File: src/rtl/dmem_access_ctrl.sv
// Load/store sequencer between the single-cycle core and the data-memory bus:
// lane steering, load extension, misalignment trap and a req/ready handshake with timeout.
module dmem_access_ctrl #(
  parameter int unsigned TIMEOUT  = 255,
  parameter logic [6:0]  LOAD_OP  = 7'b0000011,
  parameter logic [6:0]  STORE_OP = 7'b0100011
) (
  input  logic        clk,
  input  logic        rst,
  input  logic [6:0]  opcode,
  input  logic [2:0]  funct3,
  input  logic [31:0] addr,
  input  logic [31:0] wdata,
  input  logic [31:0] mem_rdata,
  input  logic        mem_ready,
  output logic        mem_req,
  output logic        mem_we,
  output logic [31:0] mem_addr,
  output logic [3:0]  mem_be,
  output logic [31:0] mem_wdata,
  output logic [31:0] read_ddt,
  output logic        pc_enable,
  output logic        reg_write_load,
  output logic        mem_err
);

  // state | meaning
  // IDLE  | decode current instruction, retire non-memory ops
  // WAIT  | bus request outstanding, counting toward timeout
  // DONE  | memory op retires (pc_enable for one cycle)
  // ERR   | sticky fault, core frozen until reset
  typedef enum logic [1:0] {IDLE, WAIT, DONE, ERR} state_t;

  localparam logic [7:0] TO_LAST = 8'(TIMEOUT - 1);

  state_t      state_q, state_d;
  logic [7:0]  cnt_q, cnt_d;
  logic        req_q, req_d, we_q, we_d, err_q, err_d;
  logic [31:0] addr_q, addr_d, wdata_q, wdata_d, ddt_q, ddt_d;
  logic [3:0]  be_q, be_d;
  logic [2:0]  fn_q, fn_d;
  logic [1:0]  off_q, off_d;

  logic        is_load, is_store, legal, misal, pc_raw;
  logic [3:0]  be_new;
  logic [31:0] wdata_new, shifted, fmt;
  logic [15:0] half;

  assign is_load  = (opcode == LOAD_OP);
  assign is_store = (opcode == STORE_OP);
  assign legal    = is_load ? (funct3 inside {3'b000, 3'b001, 3'b010, 3'b100, 3'b101})
                            : (funct3 inside {3'b000, 3'b001, 3'b010});
  assign misal    = ((funct3[1:0] == 2'b01) && addr[0]) ||
                    ((funct3[1:0] == 2'b10) && (addr[1:0] != 2'b00));

  always_comb begin
    be_new    = 4'b1111;
    wdata_new = wdata;
    case (funct3[1:0])
      2'b00: begin
        be_new    = 4'b0001 << addr[1:0];
        wdata_new = {4{wdata[7:0]}};
      end
      2'b01: begin
        be_new    = addr[1] ? 4'b1100 : 4'b0011;
        wdata_new = {2{wdata[15:0]}};
      end
      default: ;
    endcase
  end

  // Lane selection uses the offset captured at issue, not the live address.
  always_comb begin
    shifted = mem_rdata >> {off_q, 3'b000};
    half    = off_q[1] ? mem_rdata[31:16] : mem_rdata[15:0];
    case (fn_q)
      3'b000:  fmt = {{24{shifted[7]}}, shifted[7:0]};
      3'b001:  fmt = {{16{half[15]}}, half};
      3'b100:  fmt = {24'd0, shifted[7:0]};
      3'b101:  fmt = {16'd0, half};
      default: fmt = mem_rdata;
    endcase
  end

  always_comb begin
    state_d = state_q;
    cnt_d   = cnt_q;
    req_d   = req_q;
    we_d    = we_q;
    addr_d  = addr_q;
    be_d    = be_q;
    wdata_d = wdata_q;
    ddt_d   = ddt_q;
    err_d   = err_q;
    fn_d    = fn_q;
    off_d   = off_q;
    pc_raw  = 1'b0;
    case (state_q)
      IDLE: begin
        if (!(is_load || is_store)) begin
          pc_raw = 1'b1;
        end else if (legal && !misal) begin
          state_d = WAIT;
          req_d   = 1'b1;
          we_d    = is_store;
          addr_d  = {addr[31:2], 2'b00};
          be_d    = be_new;
          wdata_d = wdata_new;
          cnt_d   = 8'd0;
          fn_d    = funct3;
          off_d   = addr[1:0];
        end else begin
          state_d = ERR;
          err_d   = 1'b1;
        end
      end
      WAIT: begin
        if (mem_ready) begin
          state_d = DONE;
          req_d   = 1'b0;
          if (!we_q) ddt_d = fmt;
        end else if (cnt_q == TO_LAST) begin
          state_d = ERR;
          req_d   = 1'b0;
          err_d   = 1'b1;
        end else begin
          cnt_d = cnt_q + 8'd1;
        end
      end
      DONE: begin
        pc_raw  = 1'b1;
        state_d = IDLE;
      end
      default: begin
        err_d = 1'b1;
        req_d = 1'b0;
      end
    endcase
  end

  always_ff @(posedge clk or negedge rst) begin
    if (!rst) begin
      state_q <= IDLE;
      cnt_q   <= 8'd0;
      req_q   <= 1'b0;
      we_q    <= 1'b0;
      addr_q  <= 32'd0;
      be_q    <= 4'b0000;
      wdata_q <= 32'd0;
      ddt_q   <= 32'd0;
      err_q   <= 1'b0;
      fn_q    <= 3'b000;
      off_q   <= 2'b00;
    end else begin
      state_q <= state_d;
      cnt_q   <= cnt_d;
      req_q   <= req_d;
      we_q    <= we_d;
      addr_q  <= addr_d;
      be_q    <= be_d;
      wdata_q <= wdata_d;
      ddt_q   <= ddt_d;
      err_q   <= err_d;
      fn_q    <= fn_d;
      off_q   <= off_d;
    end
  end

  assign mem_req        = req_q;
  assign mem_we         = we_q;
  assign mem_addr       = addr_q;
  assign mem_be         = be_q;
  assign mem_wdata      = wdata_q;
  assign read_ddt       = ddt_q;
  assign mem_err        = err_q;
  assign pc_enable      = pc_raw & rst;
  assign reg_write_load = pc_enable;

endmodule

File: config.mk
export PLATFORM = sky130hd
export DESIGN_NAME = dmem_access_ctrl
export DESIGN_NICKNAME = d
export VERILOG_FILES = /design/src/rtl/dmem_access_ctrl.sv
export SDC_FILE = /design/constraint.sdc
export NUM_CORES = 1
export LEC_CHECK = 0
export CORE_AREA = 5 5 152 96
export CTS_CLUSTER_SIZE = 14
export DETAILED_ROUTE_END_ITERATION = 10
export DIE_AREA = 0 0 157 101
export PLACE_DENSITY = 0.79
export SLEW_MARGIN = 20
export SYNTH_ARGS = -nofsm -noshare
export SYNTH_HDL_FRONTEND = slang
export SYNTH_SLANG_ARGS = --single-unit
export TNS_END_PERCENT = 1
File: constraint.sdc
create_clock -name clk -period 2.73 [get_ports clk]
set_input_delay 0.546 -clock clk [delete_from_list [all_inputs] [get_ports clk]]
set_output_delay 0.546 -clock clk [all_outputs]
set_load 0.02 [all_outputs]
# Word-level counts from Yosys, hierarchy flattened
# Index checks and enable logic that the tools add are counted.
# op_classes
bitwise	3
n_addsub	1
shifts	2
n_mux	28
n_eq_ne	21
reduce_logical	21
# ops
op	n
$pmux W32 S4	1
$pmux W32 S2	1
$mux W8	4
$shr A32 B5 Y8	1
$mux W16	1
$pmux W8 S2	1
$eq A3 B3 Y1 const B	4
$ne A2 B2 Y1 const B	6
$mux W1	10
$reduce_and A5 Y1	2
$reduce_and A3 Y1	3
$add A8 B1 Y8 const B	1
$eq A8 B8 Y1 const B	1
$mux W2	4
$pmux W4 S2	1
$eq A7 B2 Y1 const B	1
$eq A7 B6 Y1 const B	1
$eq A3 B1 Y1 const B	2
$logic_not A3 Y1	2
$pmux W1 S3	2
$pmux W2 S3	1
$reduce_bool A3 Y1	2
$reduce_bool A5 Y1	1
$eq A2 B1 Y1 const B	2
other kinds (14)	21
# totals
out_inout_bits	105
inputBits	109
word_cells	87
register_bits	116

# Logic depth before layout (Yosys ltp)
# depth
depth_word	8
depth_mapped	10

# Least setup slack after synthesis
# Ideal clock, no wire load.
# synth_timing
path_kind	input to register
start	input port opcode[2]
end	register cnt_q[4]
required_ps	2626
path_stages	6
path_buffers	1
setup_ps	104
t_arrival_ps	1996
slack_ps	630
path_cell_list	and4bb_2 o211ai_1 a221o_1 or2_0 buf_2 o311ai_1
# synth_via
elab_chain_cells	5
elab_cells_between_ends	8
classes_between	4 x eq/ne; 1 x mux; 3 x reduce/logical
# synth_lines
item	line_no	source
start, declared	10	input logic [6:0] opcode,
$eq A7 B2 Y1	49	assign is_load = (opcode == LOAD_OP);
$mux W1	51	assign legal = is_load ? (funct3 inside {3'b000, 3'b001, 3'b010, 3'b100, 3'b101})
$logic_and A1 B1 Y1	102	end else if (legal && !misal) begin
$ne A2 B2 Y1 (no source line)	--	
$reduce_and A5 Y1 (no source line) *	--	
end signal, assigned	156	cnt_q <= cnt_d;
end, declared	37	logic [7:0] cnt_q, cnt_d;
# Mark *: on every way between the ends. The rest lies on a longest branch, timed or not.
# A chain may end at the register's enable or synchronous reset.

# Worst setup path in the final report
# layout_timing
start	input port opcode[2]
end	output port pc_enable
# layout_via
elab_chain_cells	5
elab_cells_between_ends	6
classes_between	2 x eq/ne; 2 x mux; 1 x bitwise; 1 x reduce/logical
# layout_lines
item	line_no	source
$eq A7 B2 Y1 / $eq A7 B6 Y1 (equally long branches)	49, 50	
$logic_or A1 B1 Y1 *	100	if (!(is_load || is_store)) begin
$mux W1 *	100	
$pmux W1 S2 *	98	case (state_q)
$and A1 B1 Y1 *	176	assign pc_enable = pc_raw & rst;
end, declared	22	output logic pc_enable,
# Marked as above.

==> out/results.tsv <==
stage	metric	value	unit
setup_path	crit_cells	6	
cts	clk_pin_slew_worst_paths	0.06	ns
floorplan	io_pins	214	
setup_path	slowest_stage	clkdlybuf4s50_1	
floorplan	fp.dieW	157	um
sta	slew_viol_final	0	
logic_synthesis	ys.flop_type	dfrtp_1	
setup_path	crit_path_end	pc_enable	
setup_path	cp.buffers_inverters	2	
setup_path	r2r_slack	0.47	ns
final_layout	fillers	1099	
sta	tightest_slew	1.06	ns
sta	finalCriticalPeriod	2.37	ns
global_route	grt_use_total	22.1	%
power_and_ir_drop	p_sw	0.00220	W
sta	rsz0062_at_grt	false	
logic_synthesis	yosysTopAreaCell	dfrtp_1	
placed_design	gp_congestion	0.850	
cts	clockBufferDepth	2	
final_layout	final_common_cell	clkdlybuf4s50_1	
route	drtIter0Drc	228	
floorplan	num_rows	33	
cts	clkLatencyLatePin	0.40	ns
logic_synthesis	synth.avg_cell_area	8.72	um^2
hold_path	hold_class	input pin to async pin	
floorplan	die-area	0.0159	mm^2
sta	max-slew-margin-rel	28.5	%
placed_design	dp_hpwl	12.3	mm
route	route.met3.wl	1.95	mm
sta	finalCritPeriodShare	86.9	%
logic_synthesis	synthArstFlopShare	100	%
logic_synthesis	yosys_warnings	0	
logic_synthesis	syn_inst	640	
logic_synthesis	ys_seq_elements	116	
placed_design	dpl_cell_area	0.00793	mm^2
route	wirelength	17.5	mm
placed_design	place_inst	1004	
logic_synthesis	yosysSeqAreaShare	52.0	%
logic_synthesis	synth_top_area_share	52.0	%
global_route	antenna_found_initial	0	
cts	cts_sinks	116	
setup_path	critPathMaxFanout	2	
logic_synthesis	syn_area	0.00558	mm^2
setup_path	r2r-end	cnt_q[4]$_DFFE_PN0P_	
setup_path	critPathLaunchType	input pin	
cts	htree_levels	4	
sta	hold_viol	0	
final_layout	finalNetCount	962	
power_and_ir_drop	p_leak	3.87	nW
route	drt_pre_antenna_iters	6	
setup_path	r2r_cells	7	
sta	setup_tns	0	ns
final_layout	finalInstanceArea	0.00853	mm^2
route	highest_layer	met4	
route	wl_met1	7.54	mm
sta	clock.fmax	422	MHz
route	drc	0	
route	dr_wl_met2	7.79	mm
final_layout	area_growth	52.8	%
setup_path	worstPathRequired	2.18	ns
cts	cts_hold_buffers	0	
route	ant_nets	0	
setup_path	arrival	1.83	ns
logic_synthesis	synth-edff-count	0	
setup_path	crit_start	opcode[2]	
job	drv_cap	0	
global_route	grt_max_degree	117	
power_and_ir_drop	ir_drop	0.466	mV
floorplan	initial_core_util	42.4	%
sta	layout_setup_ws	0.358	ns
final_layout	fin_cells	1036	
placed_design	place_ws	0.0147	ns
global_route	first_global_vias	5205	
final_layout	multi_input_area	0.00245	mm^2
power_and_ir_drop	clkPwrFrac	33.1	%
setup_path	crit_type	input pin to primary output	
floorplan	die_h	101	um
setup_path	cp-end-kind	primary output	
route	route.vias.total	5286	
power_and_ir_drop	swShare	32.3	%
power_and_ir_drop	seqPwrFrac	34.1	%
floorplan	coreArea	0.0132	mm^2
sta	setup_viol	0	
setup_path	critPathTopFamily	buffers and inverters	
power_and_ir_drop	p_comb_share	32.7	%
cts	clock-root-buffer	clkbuf_16	
route	routedWlPerCell	16.9	um
run_status	status	completed	
final_layout	layout_common_cells	208 x clkdlybuf4s50_1, 206 x nand2_1, 116 x dfrtp_1, 65 x o21ai_0	
setup_path	crit_path_cell_trace	clkdlybuf4s50_1 -> and4bb_2 -> nand2_1 -> a21oi_1 -> nor2b_1 -> dlymetal6s2s_1	
power_and_ir_drop	powerDensity	797	mW/mm^2
cts	cts_tree	yes	
global_route	grt-ovfl-total	0	
cts	cts_buffers	17	
setup_path	max_stage_delay	0.45	ns
final_layout	seq_area	0.00290	mm^2
logic_synthesis	ys_types	47	
route	viasPerCell	5.10	
placed_design	io_buffers	211	
power_and_ir_drop	intPower	0.00460	W
logic_synthesis	synth.area.top_cells	dfrtp_1 52%, nand2_1 14%, o21ai_0 5.8%	
setup_path	r2r-start	state_q[1]$_DFFE_PN0P_	
final_layout	diodes	0	
sta	skew	0.00954	ns
final_layout	drive_above_1_share	6.85	%
final_layout	final_util	64.7	%
global_route	grt_pass1_wl	27.6	mm
-- power groups by stage --
stage          Combinational (W)  Sequential [W]  Clock [W]
3_3_place_gp             0.00219         0.00233          0
3_5_place_dp             0.00223         0.00234          0
2_1_floorplan           0.000849         0.00263          0
6_report                 0.00222         0.00232    0.00225
4_1_cts                  0.00224         0.00232    0.00230
5_1_grt                  0.00242         0.00237    0.00238
-- per-stage QoR --
step | power, W | hold slack, ns
floorplan | 0.00348 | 0.250
global placement | 0.00452 | 0.456
detailed placement | 0.00457 | 0.462
CTS | 0.00686 | 0.295
global route | 0.00717 | 0.296
finish | 0.00680 | 0.168
-- state kept, by name, summed over array words and instances (netlist names) --
register   flops
mem_wdata     32
mem_req        1
mem_err        1
off_q          2
mem_addr      30
read_ddt      32
mem_be         4
state_q        2
cnt_q          8
mem_we         1
fn_q           3
-- what timing repair did --
item / CTS / global route
endpoints found under the hold margin: 0 / 0
resized for setup: 0 / 2
setup endpoints to repair: 0 / 2
setup buffers: 0 / 0
-- area by class of cell --
cell class                 count  share of cell area [%]
inverter                      14                   0.616
clock buffer                  23                    5.49
timing repair buffer         232                    27.1
multi-input combinational    467                    28.7
tap                          175                    2.57
sequential                   116                    34.0
clock inverter                 9                    1.50
-- synthesized netlist by cell type (4+ instances only) --
| cell type | instances |
|---|---|
| nand2_1 | 206 |
| dfrtp_1 | 116 |
| o21ai_0 | 65 |
| nor2_1 | 38 |
| a21oi_1 | 37 |
| clkbuf_1 | 33 |
| mux2i_1 | 30 |
| inv_1 | 14 |
| o22ai_1 | 8 |
| a221oi_1 | 7 |
| nand3_1 | 7 |
| nor2b_1 | 7 |
| o31a_1 | 7 |
| buf_2 | 5 |
| ha_1 | 5 |
| nand3b_1 | 4 |
-- layer usage --
| layer | track usage (%) | up-vias |
|---|---|---|
| li1 | - | 2576 |
| met1 | 29.1 | 2495 |
| met2 | 33.3 | 197 |
| met3 | 10.4 | 18 |
| met4 | 5.53 | 0 |
| met5 | 0 | - |
-- worst min path at each step --
stage | from | to | slack [ns]
after floorplan | rst | cnt_q[0]$_DFFE_PN0P_ | 0.25
after global placement | mem_addr[13]$_DFFE_PN0P_ | mem_addr[13]$_DFFE_PN0P_ | 0.46
after detailed placement | mem_wdata[4]$_DFFE_PN0P_ | mem_wdata[4]$_DFFE_PN0P_ | 0.46
after CTS | rst | mem_err$_DFFE_PN0P_ | 0.30
after global routing | rst | mem_err$_DFFE_PN0P_ | 0.30
final | rst | mem_err$_DFFE_PN0P_ | 0.17
-- cell families after synthesis --
group / after synthesis / share of synthesized area (%)
AOI/OAI and AO/OA: 148 / 15.6
adders and majority gates: 5 / 1.12
buffers and inverters: 58 / 4.35
DFF: 116 / 52.0
muxes: 33 / 6.19
other: 1 / 0.0672
and+or+nand+nor: 279 / 20.7
Note: power is estimated with default switching activity, not from simulation.
